[src/rtl/s2_wr_arbiter.sv]
// S2 write-path round-robin arbiter: holds one grant from AW acceptance through B.
// Optional watchdog enabled by defining S2_ARB_TIMEOUT_EN.
module s2_wr_arbiter #(
  parameter int NUM_MASTERS    = 4,
  parameter int LEN_W          = 4,
  parameter int TIMEOUT_CYCLES = 256,
  localparam int IDX_W         = $clog2(NUM_MASTERS)
) (
  input  logic                   ACLK,
  input  logic                   ARESET,
  input  logic [NUM_MASTERS-1:0] req_awvalid,
  input  logic                   s_awvalid,
  input  logic                   s_awready,
  input  logic [LEN_W-1:0]       s_awlen,
  input  logic                   s_wvalid,
  input  logic                   s_wready,
  input  logic                   s_wlast,
  input  logic                   s_bvalid,
  input  logic                   s_bready,
  output logic [NUM_MASTERS-1:0] grant,
  output logic [IDX_W-1:0]       grant_idx,
  output logic                   aw_en,
  output logic                   w_en,
  output logic                   b_en,
  output logic                   busy,
  output logic                   len_err,
  output logic                   timeout_err
);

  typedef enum logic [1:0] {IDLE, AW, W, B} state_t;

  state_t                 state, state_nxt;
  logic [IDX_W-1:0]       last_idx;
  logic [IDX_W-1:0]       pick_idx;
  logic [NUM_MASTERS-1:0] hi_req;
  logic [LEN_W-1:0]       awlen_q;
  logic [LEN_W:0]         beat_cnt;
  logic                   aw_hs, w_hs, b_hs;
  logic                   timeout_hit;

  assign aw_hs = s_awvalid & s_awready;
  assign w_hs  = s_wvalid & s_wready;
  assign b_hs  = s_bvalid & s_bready;

  // Requests above last_idx take priority; otherwise wrap to the lowest index.
  always_comb begin
    hi_req   = '0;
    pick_idx = '0;
    for (int k = 0; k < NUM_MASTERS; k++)
      hi_req[k] = req_awvalid[k] && (k > int'(last_idx));
    for (int k = NUM_MASTERS - 1; k >= 0; k--)
      if (req_awvalid[k]) pick_idx = IDX_W'(k);
    for (int k = NUM_MASTERS - 1; k >= 0; k--)
      if (hi_req[k]) pick_idx = IDX_W'(k);
  end

  // NOTE: state_nxt is defaulted before the case so no path leaves it unassigned (no latch).
  always_comb begin
    state_nxt = state;
    case (state)
      IDLE:    if (|req_awvalid)     state_nxt = AW;
      AW:      if (aw_hs)            state_nxt = W;
      W:       if (w_hs && s_wlast)  state_nxt = B;
      B:       if (b_hs)             state_nxt = IDLE;
      default:                       state_nxt = IDLE;
    endcase
    if (timeout_hit) state_nxt = IDLE;
  end

  assign aw_en = (state == AW);
  assign w_en  = (state == W);
  assign b_en  = (state == B);
  assign busy  = (state != IDLE);

  // NOTE: all registered state uses non-blocking assignments so every flop samples pre-edge values.
  always_ff @(posedge ACLK or posedge ARESET) begin
    if (ARESET) begin
      state     <= IDLE;
      grant     <= '0;
      grant_idx <= '0;
      last_idx  <= IDX_W'(NUM_MASTERS - 1);
      awlen_q   <= '0;
      beat_cnt  <= '0;
      len_err   <= 1'b0;
    end else begin
      state <= state_nxt;
      case (state)
        IDLE: if (|req_awvalid) begin
          grant     <= NUM_MASTERS'(1) << pick_idx;
          grant_idx <= pick_idx;
        end
        AW: if (aw_hs) begin
          awlen_q  <= s_awlen;
          beat_cnt <= '0;
        end
        W: if (w_hs) begin
          if (!(&beat_cnt)) beat_cnt <= beat_cnt + 1'b1;
          // A final beat must land exactly on awlen; any non-final beat at or past it overruns.
          if (s_wlast ? (beat_cnt != {1'b0, awlen_q}) : (beat_cnt >= {1'b0, awlen_q}))
            len_err <= 1'b1;
        end
        B: if (b_hs) begin
          last_idx <= grant_idx;
          grant    <= '0;
        end
        default: ;
      endcase
      if (timeout_hit) begin
        last_idx <= grant_idx;
        grant    <= '0;
      end
    end
  end

`ifdef S2_ARB_TIMEOUT_EN
  logic [15:0] wd_cnt;

  assign timeout_hit = (state != IDLE) && (wd_cnt == 16'(TIMEOUT_CYCLES - 1));
  assign timeout_err = timeout_hit;

  always_ff @(posedge ACLK or posedge ARESET) begin
    if (ARESET)                                     wd_cnt <= '0;
    else if ((state_nxt != state) || (state == W && w_hs)) wd_cnt <= '0;
    else if (state != IDLE)                         wd_cnt <= wd_cnt + 16'd1;
  end
`else
  logic unused_timeout_cfg;

  assign unused_timeout_cfg = |TIMEOUT_CYCLES;
  assign timeout_hit        = 1'b0;
  assign timeout_err        = 1'b0;
`endif

endmodule
[config.mk]
export PLATFORM = sky130hd
export DESIGN_NAME = s2_wr_arbiter
export DESIGN_NICKNAME = d
export VERILOG_FILES = /design/src/rtl/s2_wr_arbiter.sv
export SDC_FILE = /design/constraint.sdc
export NUM_CORES = 1
export LEC_CHECK = 0
export ABC_AREA = 1
export BUFFER_PORTS_ARGS = -buffer_cell sky130_fd_sc_hd__buf_2
export CAP_MARGIN = 0
export CORE_ASPECT_RATIO = 0.9
export CORE_MARGIN = 2
export CORE_UTILIZATION = 39
export CTS_CLUSTER_SIZE = 16
export DETAILED_ROUTE_END_ITERATION = 10
export MAX_ROUTING_LAYER = met4
export SLEW_MARGIN = 20
export SYNTH_ARGS = -nofsm -noshare
export SYNTH_HDL_FRONTEND = slang
export SYNTH_SLANG_ARGS = --single-unit
[constraint.sdc]
create_clock -name ACLK -period 2.6 [get_ports ACLK]
set_input_delay 0.39 -clock ACLK [delete_from_list [all_inputs] [get_ports ACLK]]
set_output_delay 0.39 -clock ACLK [all_outputs]
set_load 0.005 [all_outputs]
After elaboration in Yosys (flattened, before gate mapping)
Cells that the tools add are included.

Add/subtract/negate cells: 1. Order comparisons: 4. Equal/unequal tests: 10. Shift operators: 1. Multiplexer cells: 20. Bitwise gates (word level): 3. Reduce and logical (&&, ||, !) cells: 17.

Operators with widths (count): $mux 2 (11); $mux 5 (3); $pmux 5 s2 (1); $mux 4 (2); $ne 2x1->1 const B (4); $pmux 2 s4 (1); $pmux 4 s2 (1); $reduce_and 4->1 (2); $reduce_and 2->1 (3); $reduce_and 3->1 (2); $reduce_bool 2->1 (3); $add 5x1->5 const B (1); $ge 5x4->1 (1); $ne 5x4->1 (1); $reduce_and 5->1 (1); $eq 2x2->1 const B (2); $gt 2x2->1 const A (2); $logic_and 1x1->1 (4); $ne 2x2->1 const B (2); $reduce_or 4->1 (1); $shl 1x2->4 const A (1); $and 1x1->1 (3); $eq 2x1->1 const B (1); $gt 1x2->1 const A (1); other kinds (2) (2).

Flip-flop bits (word level): 20. Input port bits: 17. Output and inout bits: 12. Word-level logic and storage cells: 63.

Logic depth before layout (Yosys ltp)
Gate-level depths: netlist (run 1).

Depth after elaboration: 10. Gate-level depth with buffers: 10. Gate-level depth less buffers: 10.

Worst setup path before layout (run 1)
No wires, ideal clock.

Kind: register -> register. Start: register beat_cnt[1]. End: register beat_cnt[3]. Library setup time: 0.114 ns. Arrival time: 1.376 ns. Data required time: 2.486 ns. Path slack: 1.110 ns. Stages on the path, launching flop included: 11. Path buffers: 0. Clock period less this slack: 1.490 ns. Cell sequence: dfrtp_1 > ha_1 > nand2_1 > nor2_1 > ha_1 > o21ai_1 > nand2_2 > nor2_1 > nand2_1 > nand2_1 > nor2_1.

Word-level cells in the longest chain between the ends: 4. Elaborated cells between the ends (all ways): 7. Those cells by class: add/sub (1); eq/ne (1); mux (3); reduce/logical (2).

Ends and longest elaborated chain: start, declared (line 37) `logic [LEN_W:0] beat_cnt;`; start signal, assigned (line 97) `if (!(&beat_cnt)) beat_cnt <= beat_cnt + 1'b1;`; $add 5x1->5 (line 97); $mux 5 (line 97); $mux 5 (line 96) `W: if (w_hs) begin`; $pmux 5 s2 (line 87) `case (state)`.

Several ways; a longest one is shown, not always the timed one. The select of a mux whose other input is x is not followed. A chain may end at the register's enable or synchronous reset.

Worst setup path after layout (run 1)
Start: register state[0]. End: output port w_en.

Word-level cells in the longest chain between the ends: 1.

Ends and longest elaborated chain: start, declared (line 32) `state_t state, state_nxt;`; start signal, assigned (line 86) `state <= state_nxt;`; $eq 2x2->1 (line 71) `assign w_en = (state == W);`; end, declared (line 23) `output logic w_en,`.

Every way passes these cells.

==> results.sh, run 1 <==
export IMPL_htreeDepth=1
export IMPL_cts_tree="yes"
export IMPL_cpPeakStageDelay_ns=0.43
export IMPL_crit_path_max_fanout=8
export IMPL_syn_cell_area_sq_um=1210
export IMPL_cts_setup_buffers=0
export IMPL_pre_cts_ws_ns=0.988
export IMPL_critical_path_required_ns=2.21
export IMPL_clock_latency_ns=0.30
export IMPL_hpwl_mm=2.09
export IMPL_seq_area_frac_synth_pct=41.6
export IMPL_status="completed"
export IMPL_route_detailed_drc=0
export IMPL_final_nets=221
export IMPL_start_kind="register"
export IMPL_layout_common_cells="nand2_1, buf_2, inv_1"
export IMPL_final_common_cell="nand2_1"
export IMPL_clockBufferDepth=2
export IMPL_syn_nets=190
export IMPL_gr_total_overflow=0
export IMPL_utilization_pct=48.1
export IMPL_setup_worst_path_class="reg2out"
export IMPL_sequentialPowerShare_pct=35.3
export IMPL_fin_tns_setup_ns=0
export IMPL_p_clk_share_pct=16.6
export IMPL_rsz0062_at_grt="no"
export IMPL_total_power_mw=1.52
export IMPL_die_area_sq_um=3560
export IMPL_met3_length_um=115
export IMPL_antenna_found_initial=0
export IMPL_root_buffer="clkbuf_4"
export IMPL_ctsResizeCount=0
export IMPL_clkTransAtPathRegs_ns=0.12
export IMPL_placed_area_sq_um=1390
export IMPL_design_core_area_sq_um=3000
export IMPL_grt_usage_pct=16.4
export IMPL_period_share_pct=65.2
export IMPL_vias_per_cell=4.53
export IMPL_max_freq_mhz=590
export IMPL_vias=1065
export IMPL_antennaDiodeCount=0
export IMPL_synth_seq_cells=20
export IMPL_combPwrFrac_pct=48.1
export IMPL_period_needed_ns=1.69
export IMPL_grt_pass1_vias=993
export IMPL_cts_buffers=3
export IMPL_yosys_warnings=0
export IMPL_crit_buf_inv=2
export IMPL_worst_path_dominant_cell_family="flip-flops"
export IMPL_skew_ns=0.00813
export IMPL_min_path_type="in2async"
export IMPL_place_congestion=0.824
export IMPL_worst_setup_path_end_kind="output pin"
export IMPL_ys_types=19
export IMPL_top_layer="met4"
export IMPL_power_internal_mw=0.887
export IMPL_wl_per_cell_um=10.6
export IMPL_wirelength_mm=2.49
export IMPL_hold_viol=0
export IMPL_synth_cells=163
export IMPL_drt_met1_wl_mm=1.26
export IMPL_numClockSinks=20
export IMPL_worst_pin_slew_ns=0.764
export IMPL_dr_wl_met2_mm=1.10
export IMPL_crit_chain="inv_1 > ha_1 > buf_2"
export IMPL_netSwitchingPower_mw=0.637
export IMPL_start_util_pct=40.4
export IMPL_cts_hold_buf=0
export IMPL_grt_max_degree=21
export IMPL_max_slew_margin_pct=49.0
export IMPL_ant_nets=0
export IMPL_ir_drop_mv=0.536
export IMPL_io_pins=29
export IMPL_grt_first_pass_wirelength_mm=4.47
export IMPL_drive_gt1_share_pct=20.2
export IMPL_setup_violations=0
export IMPL_p_per_area_nw_per_um2=1060
export IMPL_cp_slowest_cell="dfrtp_1"
export IMPL_fp_dieW_um=62.7
export IMPL_die_h_um=56.8
export IMPL_io_buffers=27
export IMPL_num_rows=19
export IMPL_syn_avg_cell_area_sq_um=7.42
export IMPL_swShare_pct=41.8
export IMPL_final_area_sq_um=1440
export IMPL_setup_slack_ns=0.905
export IMPL_report_final_slew_viol_count=0
export IMPL_firstDrtPassIters=4
export IMPL_p_leak_nw=0.807
export IMPL_drtIter0Drc=31
export IMPL_maxCapViolations=0
export IMPL_cp_arrival_ns=1.30
export IMPL_area_delta_synth_final_pct=19.3
[per-stage QoR]
stage | std cells | hold slack [ns]
floorplan | 163 | 0.352
global placement | 231 | 0.448
detailed placement | 231 | 0.448
CTS | 235 | 0.212
global route | 235 | 0.255
finish | 235 | 0.199
[synthesized netlist by cell type]
master	number	area share, %
nand2_1	51	16
inv_1	26	8.1
dfrtp_1	18	37
nor2_1	16	5.0
ha_1	10	10
o21ai_0	10	4.1
a21oi_1	9	3.7
nand3_1	8	3.3
nand4_1	3	1.6
dfstp_2	2	4.3
o21ai_2	2	1.4
buf_4	1	0.62
conb_1	1	0.31
inv_2	1	0.31
mux2_2	1	0.93
nand2_2	1	0.52
nand3_4	1	1.4
nor3_1	1	0.41
o21ai_1	1	0.41
[final timing paths]
path                        startpoint  cells after the start  slack [ns]          end
setup / recovery              state[0]                      3        0.91         w_en
hold / removal                  ARESET                      2        0.20     grant[0]
setup reg to reg           beat_cnt[0]                     10        0.96  beat_cnt[3]
hold reg to reg                len_err                      2        0.48      len_err
max in group asynchronous       ARESET                      2        1.92   awlen_q[3]
min in group ACLK           s_awlen[0]                      2        0.32   awlen_q[0]
[registers in the layout, indices dropped and copies added, names as in the netlist]
register / cells
awlen_q: 4
beat_cnt: 5
grant: 4
grant_idx: 2
last_idx: 2
len_err: 1
state: 2
[power groups by stage]
stage / combinational (mW) / sequential, mW / clock [mW]
3_3_place_gp: 0.726 / 0.538 / 0
3_5_place_dp: 0.741 / 0.545 / 0
5_1_grt: 0.867 / 0.556 / 0.278
6_report: 0.733 / 0.537 / 0.254
4_1_cts: 0.745 / 0.538 / 0.265
2_1_floorplan: 0.531 / 0.528 / 0
[final cells by class]
class	instances	area, sq um
fill	304	1550
clock buffer	3	22.5
clock inverter	1	30.0
tap	42	52.6
multi-input combinational	115	597
sequential	20	503
inverter	27	101
timing repair buffer	27	135
[worst register-to-register path, delay by kind of cell, from the launching register on]
family                     cells  cell delay [ns]
DFF                            1             0.42
and+or+nand+nor                7             0.56
AOI/OAI and AO/OA              1             0.19
adders and majority gates      2             0.39
[routing by layer]
metal / vias to the layer above / GRT usage [%]
met2: 25 / 24.9
met1: 464 / 22.4
met4: 0 / 2.86
met5: - / -
met3: 2 / 4.41
li1: 574 / -
[kinds of logic after synthesis]
logic type / synth area share (%)
AOI/OAI and AO/OA: 9.73
DFF: 41.6
muxes: 0.932
other: 0.310
adders and majority gates: 10.4
buffers and inverters: 9.01
and+or+nand+nor: 28.1
No activity file was read; power rests on OpenSTA's default activity.
==> run 2, diff against run 1 <==
--- a/config.mk
+++ b/config.mk
@@ -5,7 +5,7 @@
 export SDC_FILE = /design/constraint.sdc
 export NUM_CORES = 1
 export LEC_CHECK = 0
-export ABC_AREA = 1
+export ABC_AREA = 0
 export BUFFER_PORTS_ARGS = -buffer_cell sky130_fd_sc_hd__buf_2
 export CAP_MARGIN = 0
 export CORE_ASPECT_RATIO = 0.9
==> constraint.sdc (replaced) <==
create_clock -name ACLK -period 1.7 [get_ports ACLK]
set_input_delay 0.255 -clock ACLK [delete_from_list [all_inputs] [get_ports ACLK]]
set_output_delay 0.255 -clock ACLK [all_outputs]
set_load 0.005 [all_outputs]
==> run 2 against run 1 <==
Effect of this change:
- the run now ends with setup timing left
- wire length is 2.0% higher
- count of clock-buffer cells in the layout increased by 1
- synthesized area up 0.52%
- die area up 0.48%
- clock power is 6% lower
- worst setup slack worse by 0.94 ns
- combinational power is 91% higher
- sequential share of layout area is 1.7 points lower
- design area increased by 5.0%
- register-to-register slack lost 0.99 ns
- sequential power up 63%
==> results.sh, run 2 <==
export IMPL_fin_hold_ws_ns=0.176
export IMPL_synth_cells=118
export IMPL_antenna_found_initial=0
export IMPL_wirelength_mm=2.54
export IMPL_hold_viol=0
export IMPL_io_buffers=27
export IMPL_final_common_cell="buf_2"
export IMPL_layout_common_cells="buf_2, dfrtp_1, inv_1"
export IMPL_reg2reg_slack_ns=-0.03
export IMPL_fillerInstances=315
export IMPL_min_path_type="in2reg"
export IMPL_register_area_sq_um=503
export IMPL_async_flop_share_pct=100
export IMPL_yosysTopAreaCell="dfrtp_1"
export IMPL_ant_nets=0
export IMPL_drtIter0Drc=57
export IMPL_reg_top3="beat_cnt x5, awlen_q x4, grant x4"
export IMPL_clock_latency_ns=0.30
export IMPL_max_freq_mhz=578
export IMPL_drive_gt1_share_pct=38.1
export IMPL_worst_setup_path_end_kind="register"
export IMPL_synth_edff_count=0
export IMPL_vias_per_cell=5.08
export IMPL_clockBufferDepth=2
export IMPL_r2r_end="beat_cnt[0]"
export IMPL_htreeDepth=1
export IMPL_io_pins=29
export IMPL_cts_buffers=3
export IMPL_min_from="s_awlen[3]"
export IMPL_largest_register="beat_cnt"
export IMPL_numClockSinks=20
export IMPL_wl_per_cell_um=12.9
export IMPL_grt_first_pass_wirelength_mm=4.41
export IMPL_p_per_area_nw_per_um2=1660
export IMPL_design_core_area_sq_um=3020
export IMPL_rr_worst_depth=6
export IMPL_maxCapViolations=0
export IMPL_crit_chain="ha_2 > and3_4 > ha_4 > nand3b_1 > a21o_1 > mux2_4"
export IMPL_synth_ff_type="dfrtp_1"
export IMPL_setup_slack_ns=-0.0308
export IMPL_rsz0062_at_grt="yes"
export IMPL_start_kind="register"
export IMPL_firstDrtPassIters=4
export IMPL_gr_total_overflow=0
export IMPL_final_area_sq_um=1510
export IMPL_route_detailed_drc=0
export IMPL_skew_ns=0.00571
export IMPL_ir_drop_mv=0.845
export IMPL_setup_worst_path_class="reg2reg"
export IMPL_seq_area_frac_synth_pct=41.4
export IMPL_timing_rr_start="beat_cnt[0]"
export IMPL_vias=1000
export IMPL_grt_max_degree=21
export IMPL_cp_arrival_ns=1.93
export IMPL_period_share_pct=102
export IMPL_grt_pass1_vias=1013
export IMPL_critical_path_required_ns=1.90
export IMPL_syn_nets=145
export IMPL_antennaDiodeCount=0
export IMPL_final_nets=183
export IMPL_synth_seq_cells=20
export IMPL_die_h_um=57.0
export IMPL_area_delta_synth_final_pct=24.6
export IMPL_fp_dieW_um=62.8
export IMPL_grt_usage_pct=16.1
export IMPL_fin_tns_setup_ns=-0.0308
export IMPL_place_congestion=0.856
export IMPL_instances_no_fill=197
export IMPL_p_leak_nw=0.746
export IMPL_setup_violations=1
export IMPL_post_synth_top_count_cell="dfrtp_1"
export IMPL_period_needed_ns=1.73
export IMPL_synth_top_area_share_pct=37.1
export IMPL_root_buffer="clkbuf_4"
export IMPL_num_rows=19
export IMPL_largest_reg_flops=5
export IMPL_placed_area_sq_um=1440
export IMPL_hold_depth=2
export IMPL_dpl_cell_count=191
export IMPL_cp_slowest_cell="dfrtp_1"
export IMPL_hpwl_mm=1.95
export IMPL_clkTransAtPathRegs_ns=0.12
export IMPL_status="complete, but fails checks"
export IMPL_ys_types=38
export IMPL_multi_input_area_sq_um=678
export IMPL_start_util_pct=40.2
export IMPL_synth_common_cells="dfrtp_1, inv_1, nand2_1, ha_1, mux2_2"
export IMPL_cts_tree="yes"
export IMPL_holdPathEnd="awlen_q[3]"
export IMPL_crit_path_max_fanout=4
export IMPL_cpPeakStageDelay_ns=0.41
export IMPL_die_area_sq_um=3580
export IMPL_syn_avg_cell_area_sq_um=10.3
export IMPL_syn_cell_area_sq_um=1210
export IMPL_violations="setup timing"
export IMPL_report_final_slew_viol_count=0
export IMPL_yosys_warnings=0
export IMPL_pre_cts_ws_ns=-0.0386
export IMPL_netlist_top_cells_area="dfrtp_1, ha_1, mux2_2"
[run 2: changes by cell type after synthesis, moves of 3 or more]
| cell | before | now |
|---|---|---|
| nor2_1 | 16 | 2 |
| nand2b_1 | 0 | 3 |
| o21ai_0 | 10 | 2 |
| o22ai_1 | 0 | 4 |
| mux2_2 | 1 | 7 |
| a21oi_1 | 9 | 4 |
| nand4_1 | 3 | 0 |
| and3_1 | 0 | 3 |
| inv_1 | 26 | 15 |
| nand2_1 | 51 | 12 |
| nand3_1 | 8 | 5 |
[run 2: cell type report]
class,instances,share of cell area (%)
Clock buffer,4,1.74
Inverter,15,3.72
Multi-Input combinational cell,81,44.8
Sequential cell,20,33.2
Tap cell,42,3.47
Timing Repair Buffer,35,13.1
[run 2: metrics by stage]
stage / util, % / power [mW]
after global placement: 47.5 / 2.15
after global routing: 50.1 / 2.77
after detailed placement: 47.5 / 2.20
final: 50.1 / 2.51
after floorplan: - / 1.79
after CTS: 49.0 / 2.47
[run 2: how the worst max path moves through the flow]
| stage | start | slack [ns] | to | cells after the start |
|---|---|---|---|---|
| after floorplan | beat_cnt[1] | 0.006 | beat_cnt[0] | 6 |
| after global placement | beat_cnt[0] | -0.006 | beat_cnt[0] | 6 |
| after detailed placement | beat_cnt[0] | -0.04 | beat_cnt[0] | 6 |
| after CTS | beat_cnt[0] | -0.005 | beat_cnt[0] | 6 |
| after global routing | beat_cnt[0] | -0.10 | beat_cnt[0] | 6 |
| final | beat_cnt[0] | -0.03 | beat_cnt[0] | 6 |
[run 2: what timing repair did]
item | 4_1_cts | 5_1_grt
gates resized for setup | 3 | 6
endpoints found under the hold margin | 18 | 0
hold buffers | 1 | 0
buffers inserted | 0 | 1
pin swaps | 1 | 2
endpoints found under the setup margin | 4 | 6
[run 2: cell families (layout without fill, tap and decap cells)]
family	Yosys count	after routing	share of synthesized area, %
AO/OA/AOI/OAI	26	26	15.4
multiplexers	11	11	10.3
flip-flops	20	20	41.4
AND/OR/NAND/NOR	33	33	16.6
other	1	1	0.309
buffers and inverters	17	54	5.66
adder cells (fa/ha/maj)	10	10	10.3
[run 2: power by group]
part | internal [mW] | total, mW | switching, mW | leakage [nW]
registers | 0.705 | 0.874 | 0.170 | 0.244
clock network | 0.0913 | 0.239 | 0.147 | 0.0150
logic | 0.723 | 1.40 | 0.679 | 0.487
total | 1.52 | 2.51 | 0.995 | 0.746
[run 2: critical path, delay by kind of cell (launching register included)]
kind	cells	cell delay (ns)
flip-flops	1	0.41
AND/OR/NAND/NOR	2	0.40
adder cells (fa/ha/maj)	2	0.33
multiplexers	1	0.27
AO/OA/AOI/OAI	1	0.22
[run 2: metal layers]
metal,share of wire [%],vias up,GRT usage (%),wire [um]
li1,-,500,-,-
met1,41,485,18.3,1050
met2,55,13,29.0,1410
met3,2.7,2,4.34,69
met4,0.51,0,2.86,13
met5,0,-,-,0
